## src/rtl/dunit_step_ctrl.sv

```systemverilog
// dunit_step_ctrl: debug-unit execution sequencer gating the MIPS pipeline clock-enable
//
// Ports:
//   i_clk, i_reset      clock and synchronous active-high reset
//   i_cmd_valid, i_cmd  command strobe and code (00 NOP, 01 RUN, 10 STEP, 11 STOP)
//   i_step_count        cycle count for STEP, sampled with the command
//   i_halt_wb           HALT retiring in WB (only meaningful while the pipeline advances)
//   o_dunit_clk_en      pipeline advance enable
//   o_busy              running or stepping
//   o_halted            program has retired HALT
//   o_done              one-cycle pulse on STEP end, STOP, or HALT
//   o_cmd_err           one-cycle pulse when a command is dropped
//   o_cycle_count       saturating count of enabled cycles since reset
module dunit_step_ctrl #(
    parameter int NB_STEP = 16,
    parameter int NB_CYC  = 32
) (
    input  logic               i_clk,
    input  logic               i_reset,
    input  logic               i_cmd_valid,
    input  logic [1:0]         i_cmd,
    input  logic [NB_STEP-1:0] i_step_count,
    input  logic               i_halt_wb,
    output logic               o_dunit_clk_en,
    output logic               o_busy,
    output logic               o_halted,
    output logic               o_done,
    output logic               o_cmd_err,
    output logic [NB_CYC-1:0]  o_cycle_count
);
    typedef enum logic [1:0] {IDLE, RUN, STEP, HALTED} state_t;
    state_t state, next_state;
    logic [NB_STEP-1:0] step_rem, next_rem;
    logic next_done, next_err;
    logic cmd_run, cmd_step, cmd_stop, halt;
    assign cmd_run  = i_cmd_valid && i_cmd == 2'b01;
    assign cmd_step = i_cmd_valid && i_cmd == 2'b10;
    assign cmd_stop = i_cmd_valid && i_cmd == 2'b11;
    // WB stays frozen holding HALT while disabled, so only trust it on advancing cycles
    assign halt = i_halt_wb && o_dunit_clk_en;
    always_comb begin
        next_state = state;
        next_rem   = step_rem;
        next_done  = 1'b0;
        next_err   = 1'b0;
        case (state)
            IDLE: begin
                next_state = cmd_run ? RUN : (cmd_step && i_step_count != '0) ? STEP : IDLE;
                next_rem   = cmd_step ? i_step_count : step_rem;
                next_done  = cmd_step && i_step_count == '0;
            end
            RUN: begin
                next_state = halt ? HALTED : cmd_stop ? IDLE : RUN;
                next_done  = halt || cmd_stop;
                next_err   = cmd_run || cmd_step;
            end
            STEP: begin
                // halt beats stop beats exhaustion; all of them yield a single done pulse
                next_state = halt ? HALTED : (cmd_stop || step_rem == NB_STEP'(1)) ? IDLE : STEP;
                next_rem   = (halt || cmd_stop) ? '0 : step_rem - NB_STEP'(1);
                next_done  = halt || cmd_stop || step_rem == NB_STEP'(1);
                next_err   = cmd_run || cmd_step;
            end
            HALTED: next_err = cmd_run || cmd_step;
            default: next_state = IDLE;
        endcase
    end
    always_ff @(posedge i_clk) begin
        if (i_reset) begin
            state          <= IDLE;
            step_rem       <= '0;
            o_dunit_clk_en <= 1'b0;
            o_busy         <= 1'b0;
            o_halted       <= 1'b0;
            o_done         <= 1'b0;
            o_cmd_err      <= 1'b0;
            o_cycle_count  <= '0;
        end else begin
            state          <= next_state;
            step_rem       <= next_rem;
            o_dunit_clk_en <= next_state == RUN || next_state == STEP;
            o_busy         <= next_state == RUN || next_state == STEP;
            o_halted       <= next_state == HALTED;
            o_done         <= next_done;
            o_cmd_err      <= next_err;
            o_cycle_count  <= (o_dunit_clk_en && !(&o_cycle_count)) ? o_cycle_count + NB_CYC'(1) : o_cycle_count;
        end
    end
endmodule

```

## config.mk

```make
export PLATFORM = sky130hd
export DESIGN_NAME = dunit_step_ctrl
export DESIGN_NICKNAME = d
export VERILOG_FILES = /design/src/rtl/dunit_step_ctrl.sv
export SDC_FILE = /design/constraint.sdc
export NUM_CORES = 1
export LEC_CHECK = 0
export CAP_MARGIN = 20
export CORE_MARGIN = 8
export CORE_UTILIZATION = 56
export CTS_BUF_LIST = sky130_fd_sc_hd__clkbuf_16
export CTS_CLUSTER_DIAMETER = 40
export DETAILED_ROUTE_END_ITERATION = 10
export PLACE_DENSITY = 0.86
export SYNTH_ARGS = -nofsm -noshare
export SYNTH_HDL_FRONTEND = slang
export SYNTH_SLANG_ARGS = --single-unit
```

## constraint.sdc

```tcl
create_clock -name i_clk -period 6 [get_ports i_clk]
set_input_delay 1.5 -clock i_clk [delete_from_list [all_inputs] [get_ports i_clk]]
set_output_delay 1.5 -clock i_clk [all_outputs]
set_load 0.01 [all_outputs]
```

==> results.py, run 1 <==
metrics = {
    "status": {
        "status": "finished clean",
    },
    "logic_synthesis": {
        "syn_area_um2": 3002,
        "yosys.area_share.adder_pct": 1.667,
        "synthSimpleGateAreaFrac_pct": 29.43,
        "ys_types": 51,
        "ys_warn_count": 0,
        "syn_nets": 403,
        "async_reset_ff_share_pct": 0,
        "synth_top_flop_cell": "dfxtp_1",
        "synth.yosys.seq_area_share_pct": 36.02,
        "avgSynthCellArea_um2": 7.962,
        "syn_inst": 377,
        "muxShareOfSynthArea_pct": 2.334,
        "ys_ff_latch": 54,
        "synth_xor_xnor_area_share_pct": 4.960,
        "synth_compound_area_share_pct": 20.93,
        "synth_top_family_by_area": "simple AND/OR/NAND/NOR gates",
        "synth_edf_count": 0,
    },
    "worst_setup_path": {
        "required_ps": 6240,
        "critical-path-top-delay-family": "compound AO/OA/AOI/OAI gates",
        "r2r_slack_ps": 3220,
        "crit_start": "i_cmd[0]",
        "cp_max_fo": 21,
        "cp-start-kind": "input pin",
        "arrival_ps": 3580,
        "reg2reg_to": "o_cycle_count[31]$_SDFFE_PP0P_",
        "slowest_delay_ps": 520,
        "path_depth": 6,
        "cp_num_buf_inv": 1,
        "cpMaxStageDelayCell": "clkdlybuf4s50_1",
        "end_kind": "flop",
        "cp-endpoint": "step_rem[6]$_SDFFE_PP0P_",
        "crit_type": "in -> reg",
        "timing.rr.start": "o_cycle_count[19]$_SDFFE_PP0P_",
        "crit_chain": "clkdlybuf4s50_1 -> a32oi_1 -> nand2_1 -> o41ai_1 -> a22oi_1 -> nor2_1",
        "r2r_cells": 5,
    },
    "min_path": {
        "hp-class": "reg -> reg",
    },
    "power": {
        "pwr-share-comb_pct": 32.3,
        "total_power_w": 0.001142,
        "pwr-share-clk_pct": 29.2,
        "p_sw_share_pct": 34.98,
        "p_leak_nw": 1.216,
        "p_sw_w": 0.0003996,
        "p_per_area_nw_per_um2": 304.2,
        "internal_power_w": 0.0007426,
        "ir_drop_mv": 0.1549,
        "seqPwrFrac_pct": 38.5,
    },
    "finish": {
        "diodes": 0,
        "area_growth_pct": 25.09,
        "fin_util_pct": 73.05,
        "final_cells": 491,
        "fin_nets": 446,
        "drive_above_1_share_pct": 5.463,
    },
    "run": {
        "drv_cap": 0,
    },
    "route": {
        "drt_iter0_drc": 335,
        "postRouteAntennaNets": 0,
        "viasPerCell": 6.224,
        "wire_per_inst_um": 16.37,
        "dr.pass1.iters": 6,
        "finalWirelength_mm": 8.036,
        "vias": 3056,
        "drcViolationCount": 0,
    },
    "global_routing": {
        "grt_pass1_vias": 2879,
        "grt-ovfl-total": 0,
        "grt_max_degree": 61,
        "grt_use_total_pct": 20.67,
        "antenna_found_initial": 0,
        "grt_pass1_wl_mm": 13.22,
    },
    "sta": {
        "hold_violations": 0,
        "whs_ps": 495.5,
        "fin_crit_sh_pct": 55.75,
        "fmax_mhz": 299.0,
        "tns_ps": 0,
        "maxSlewHeadroom_pct": 29.58,
        "worst_pin_slew_ps": 1056,
        "fin_skew_ps": 5.947,
        "slew_viol_final": 0,
        "setup-violations-final": 0,
        "rsz0062_at_grt": "false",
        "finalCriticalPeriod_ps": 3345,
    },
    "placed_design": {
        "portBuffers": 58,
        "globalplace.congestion": 0.8683,
        "hpwl_mm": 5.425,
        "placed_cells": 482,
    },
    "cts": {
        "clock_path_buffers": 2,
        "htree_levels": 2,
        "post_cts_resized": 0,
        "clk_pin_slew_ps": 70,
        "ctsHoldBuffers": 0,
        "cts_setup_buffers": 0,
        "clock-sinks": 54,
        "cts_tree": "done",
        "cts-buffers-inserted": 5,
        "cts_root_buf": "clkbuf_16",
        "clock_latency_ps": 300,
    },
    "floorplan": {
        "dieWidth_um": 89.21,
        "io_pins": 59,
        "dieHeight_um": 89.21,
        "start_util_pct": 58.40,
        "die-area_um2": 7958,
        "core_region_area_um2": 5140,
        "num_rows": 26,
    },
}
==> kinds of logic after synthesis <==
| group | Yosys count |
|---|---|
| and+or+nand+nor | 168 |
| adders and majority gates | 4 |
| buffers and inverters | 33 |
| AOI/OAI and AO/OA | 95 |
| DFF | 54 |
| muxes | 6 |
| xor gates and xnor gates | 17 |
==> worst min-delay path, stage by stage (launching register included) <==
cell and delay [ps]:
dfxtp_1 320, o21ai_0 70, a21oi_1 60
==> Yosys cell counts (all sizes together) (5+ instances only) <==
cell type,count,area share [%]
a211oi,6,1.5
a21oi,27,4.5
a22oi,7,1.8
a31oi,5,1.0
buf,5,1.2
clkbuf,19,2.4
dfxtp,54,36
inv,9,1.1
mux2,5,2.0
nand2,26,3.3
nand3,19,3.2
nand4,10,2.3
nor2,45,5.6
nor2b,9,1.9
nor3,11,1.8
nor4,14,3.1
o21ai,19,3.2
o31ai,9,2.7
or3,11,2.3
or4,8,2.1
xnor2,15,4.4
==> layout make-up <==
cell class / instances / area (um2)
repair buffers: 60 / 603.1
clock inverters: 3 / 43.79
multi-input cells: 290 / 1780
inverters: 9 / 33.78
clock buffers: 5 / 125.1
well taps: 70 / 87.58
fillers: 419 / 1385
flip-flops and latches: 54 / 1081
==> worst min path at each step <==
stage          slack, ps                 startpoint  depth (start not counted)                   endpoint
3_3_place_gp         470  step_rem[11]$_SDFFE_PP0P_                          2  step_rem[11]$_SDFFE_PP0P_
2_1_floorplan        460   step_rem[7]$_SDFFE_PP0P_                          2   step_rem[7]$_SDFFE_PP0P_
3_5_place_dp         480  step_rem[11]$_SDFFE_PP0P_                          2  step_rem[11]$_SDFFE_PP0P_
5_1_grt              510  step_rem[11]$_SDFFE_PP0P_                          2  step_rem[11]$_SDFFE_PP0P_
6_report             500  step_rem[11]$_SDFFE_PP0P_                          2  step_rem[11]$_SDFFE_PP0P_
4_1_cts              490  step_rem[11]$_SDFFE_PP0P_                          2  step_rem[11]$_SDFFE_PP0P_
==> through the flow <==
| step | setup WS, ps | area, um2 |
|---|---|---|
| 6_report | 2655 | 3755 |
| 5_1_grt | 2448 | 3755 |
| 4_1_cts | 2653 | 3735 |
| 3_5_place_dp | 2343 | 3566 |
| 3_3_place_gp | 2447 | 3566 |
| 2_1_floorplan | 3175 | 3002 |
==> sequential cells by signal (all words and copies together), names as in the netlist <==
| name | count |
|---|---|
| step_rem | 16 |
| o_halted | 1 |
| o_cmd_err | 1 |
| o_cycle_count | 32 |
| state | 2 |
| o_done | 1 |
| o_busy | 1 |
==> power by group through the flow <==
| stage | combinational (W) | sequential (W) | clock, W |
|---|---|---|---|
| 2_1_floorplan | 0.000284 | 0.000431 | 0 |
| 3_3_place_gp | 0.000357 | 0.000444 | 0 |
| 3_5_place_dp | 0.000360 | 0.000446 | 0 |
| 4_1_cts | 0.000363 | 0.000438 | 0.000337 |
| 5_1_grt | 0.000413 | 0.000446 | 0.000354 |
| 6_report | 0.000369 | 0.000440 | 0.000333 |
==> layout by cell type (no fill, tap or decap), types with 3 or more instances in the layout <==
master,n
a211oi_1,6
or3_1,11
a21oi_1,27
nor2b_1,9
nor4_1,13
a32o_1,3
xnor2_1,15
o21ai_0,19
dfxtp_1,54
a2111oi_0,3
nand2b_1,3
and4_1,4
nor3_1,11
nand4_1,9
ha_1,4
a31oi_1,5
inv_1,9
nand2_1,26
clkdlybuf4s50_1,57
a22oi_1,7
o31ai_1,8
or4_1,7
clkbuf_16,5
nor2_1,45
nand3_1,19
a21o_1,4
mux2_2,4
==> per-layer routing <==
metal / wire length, um / global-route usage (%) / vias to the layer above
met4: 128 / 8.610 / 0
met2: 3938 / 34.14 / 137
li1: - / - / 1482
met3: 565 / 3.952 / 13
met1: 3403 / 25.64 / 1424
met5: 0 / 0 / -
No activity file was read; power rests on OpenSTA's default activity.
==> run 2: changes to the inputs <==
--- a/config.mk
+++ b/config.mk
@@ -7,11 +7,11 @@
 export LEC_CHECK = 0
 export CAP_MARGIN = 20
 export CORE_MARGIN = 8
-export CORE_UTILIZATION = 56
+export CORE_UTILIZATION = 52
 export CTS_BUF_LIST = sky130_fd_sc_hd__clkbuf_16
 export CTS_CLUSTER_DIAMETER = 40
 export DETAILED_ROUTE_END_ITERATION = 10
-export PLACE_DENSITY = 0.86
+export PLACE_DENSITY = 0.8
 export SYNTH_ARGS = -nofsm -noshare
 export SYNTH_HDL_FRONTEND = slang
 export SYNTH_SLANG_ARGS = --single-unit
==> constraint.sdc (replaced) <==
create_clock -name i_clk -period 3.1 [get_ports i_clk]
set_input_delay 0.775 -clock i_clk [delete_from_list [all_inputs] [get_ports i_clk]]
set_output_delay 0.775 -clock i_clk [all_outputs]
set_load 0.01 [all_outputs]
==> results.py, run 2 (synthesis results as in run 1) <==
metrics = {
    "status": {
        "status": "finished clean",
    },
    "finish": {
        "area_growth_pct": 27.18,
        "largestRegisters": "o_cycle_count x32, step_rem x16, state x2",
        "drive_above_1_share_pct": 6.776,
        "final_cell_mix": "clkdlybuf4s50_1 (57), dfxtp_1 (54), nor2_1 (45), a21oi_1 (27), nand2_1 (26)",
        "fin_nets": 453,
        "layout_commonest_cell": "clkdlybuf4s50_1",
        "largest_reg_flops": 32,
        "diodes": 0,
        "final_cells": 500,
        "largest_register": "o_cycle_count",
    },
    "sta": {
        "finalCriticalPeriod_ps": 2484,
        "maxSlewHeadroom_pct": 51.42,
        "setup-violations-final": 0,
        "slew_viol_final": 0,
        "rsz0062_at_grt": "false",
        "fin_crit_sh_pct": 80.13,
        "tns_ps": 0,
        "fin_skew_ps": 7.799,
        "hold_violations": 0,
        "worst_pin_slew_ps": 722.0,
        "fmax_mhz": 402.6,
    },
    "global_routing": {
        "grt.met1_usage_pct": 22.49,
        "use_met2_pct": 32.78,
        "use_met3_pct": 5.216,
        "grt_use_total_pct": 19.23,
        "grt-ovfl-total": 0,
        "top_usage_layer": "met2",
        "grt_pass1_vias": 2931,
        "antenna_found_initial": 0,
        "grt_pass1_wl_mm": 13.66,
        "grt_max_degree": 32,
    },
    "worst_setup_path": {
        "required_ps": 3250,
        "cp_max_fo": 2,
        "cp-start-kind": "input pin",
        "end_kind": "flop",
        "crit_type": "in -> reg",
        "arrival_ps": 2640,
    },
    "placed_design": {
        "portBuffers": 58,
        "placed_cells": 492,
        "hpwl_mm": 5.838,
        "globalplace.congestion": 0.8849,
    },
    "min_path": {
        "hp-class": "reg -> reg",
    },
    "floorplan": {
        "die-area_um2": 8459,
        "core_region_area_um2": 5540,
        "io_pins": 59,
        "dieWidth_um": 91.98,
        "num_rows": 27,
        "start_util_pct": 54.18,
        "dieHeight_um": 91.98,
    },
    "cts": {
        "clock_latency_ps": 290,
        "clk_pin_slew_ps": 70,
        "cts-buffers-inserted": 5,
        "post_cts_resized": 0,
        "htree_levels": 2,
        "cts_tree": "done",
        "cts_setup_buffers": 0,
        "ctsHoldBuffers": 0,
        "cts_root_buf": "clkbuf_16",
        "clock-sinks": 54,
        "clock_path_buffers": 2,
    },
    "route": {
        "drt_iter0_drc": 287,
        "dr.pass1.iters": 5,
        "viasPerCell": 6.154,
        "vias": 3077,
        "drcViolationCount": 0,
        "finalWirelength_mm": 8.315,
        "wire_per_inst_um": 16.63,
        "postRouteAntennaNets": 0,
    },
    "power": {
        "seqPwrFrac_pct": 36.0,
        "ir_drop_mv": 0.3098,
        "pwr-share-comb_pct": 33.6,
        "p_leak_nw": 1.252,
        "pwr-share-clk_pct": 30.4,
        "internal_power_w": 0.001550,
        "p_per_area_nw_per_um2": 613.1,
        "p_sw_share_pct": 33.79,
        "p_sw_w": 0.0007908,
    },
    "run": {
        "drv_cap": 0,
    },
}
==> run 2: cell count changes in the layout (fill, tap and decap cells not counted), sizes merged <==
cell    delta
inv        -1
buf        +7
bufinv     +1
==> run 2: power groups by stage <==
stage	clock (W)	combinational, W	sequential, W
floorplan	0	0.000549	0.000835
finish	0.000712	0.000786	0.000843
global placement	0	0.000745	0.000851
global route	0.000753	0.000862	0.000851
detailed placement	0	0.000754	0.000854
CTS	0.000722	0.000772	0.000839
==> run 2: worst max-delay path, stage by stage <==
cell and delay (ps):
clkdlybuf4s50_1 420, nor4_1 390, and4_1 300, o311ai_0 140, nand2b_1 120, nand2_1 70, ha_1 280, nor2b_1 130
==> run 2: layout make-up <==
| cell class | count | area, um2 |
|---|---|---|
| repair buffers | 67 | 643.1 |
| clock inverters | 3 | 63.81 |
| fillers | 476 | 1723 |
| clock buffers | 5 | 125.1 |
| multi-input cells | 290 | 1780 |
| well taps | 72 | 90.09 |
| inverters | 9 | 33.78 |
| flip-flops and latches | 54 | 1081 |
==> run 2: final timing paths <==
kind	from	end	slack, ps	cells past startpoint
min	o_cycle_count[9]$_SDFFE_PP0P_	o_cycle_count[9]$_SDFFE_PP0P_	510	2
min reg2reg	o_cycle_count[9]$_SDFFE_PP0P_	o_cycle_count[9]$_SDFFE_PP0P_	510	2
max reg2reg	step_rem[8]$_SDFFE_PP0P_	o_busy$_SDFF_PP0_	640	7
max	i_step_count[8]	o_busy$_SDFF_PP0_	620	8
==> run 2: layer usage <==
layer | vias up | share of wire, %
met1 | 1461 | 44
met4 | 0 | 1.6
met5 | - | 0
li1 | 1494 | -
met3 | 13 | 6.6
met2 | 109 | 48
==> run 2: metrics by stage <==
stage	hold WS (ps)	cell area [um2]	power, W	utilization [%]	setup slack, ps
final	507.7	3817	0.002341	68.90	615.9
after global routing	512.1	3817	0.002466	68.90	499.1
after CTS	501.1	3817	0.002333	68.90	631.6
after detailed placement	491.6	3628	0.001607	65.49	335.3
after global placement	472.5	3628	0.001596	65.49	372.3
after floorplan	457.1	3002	0.001384	-	911.1
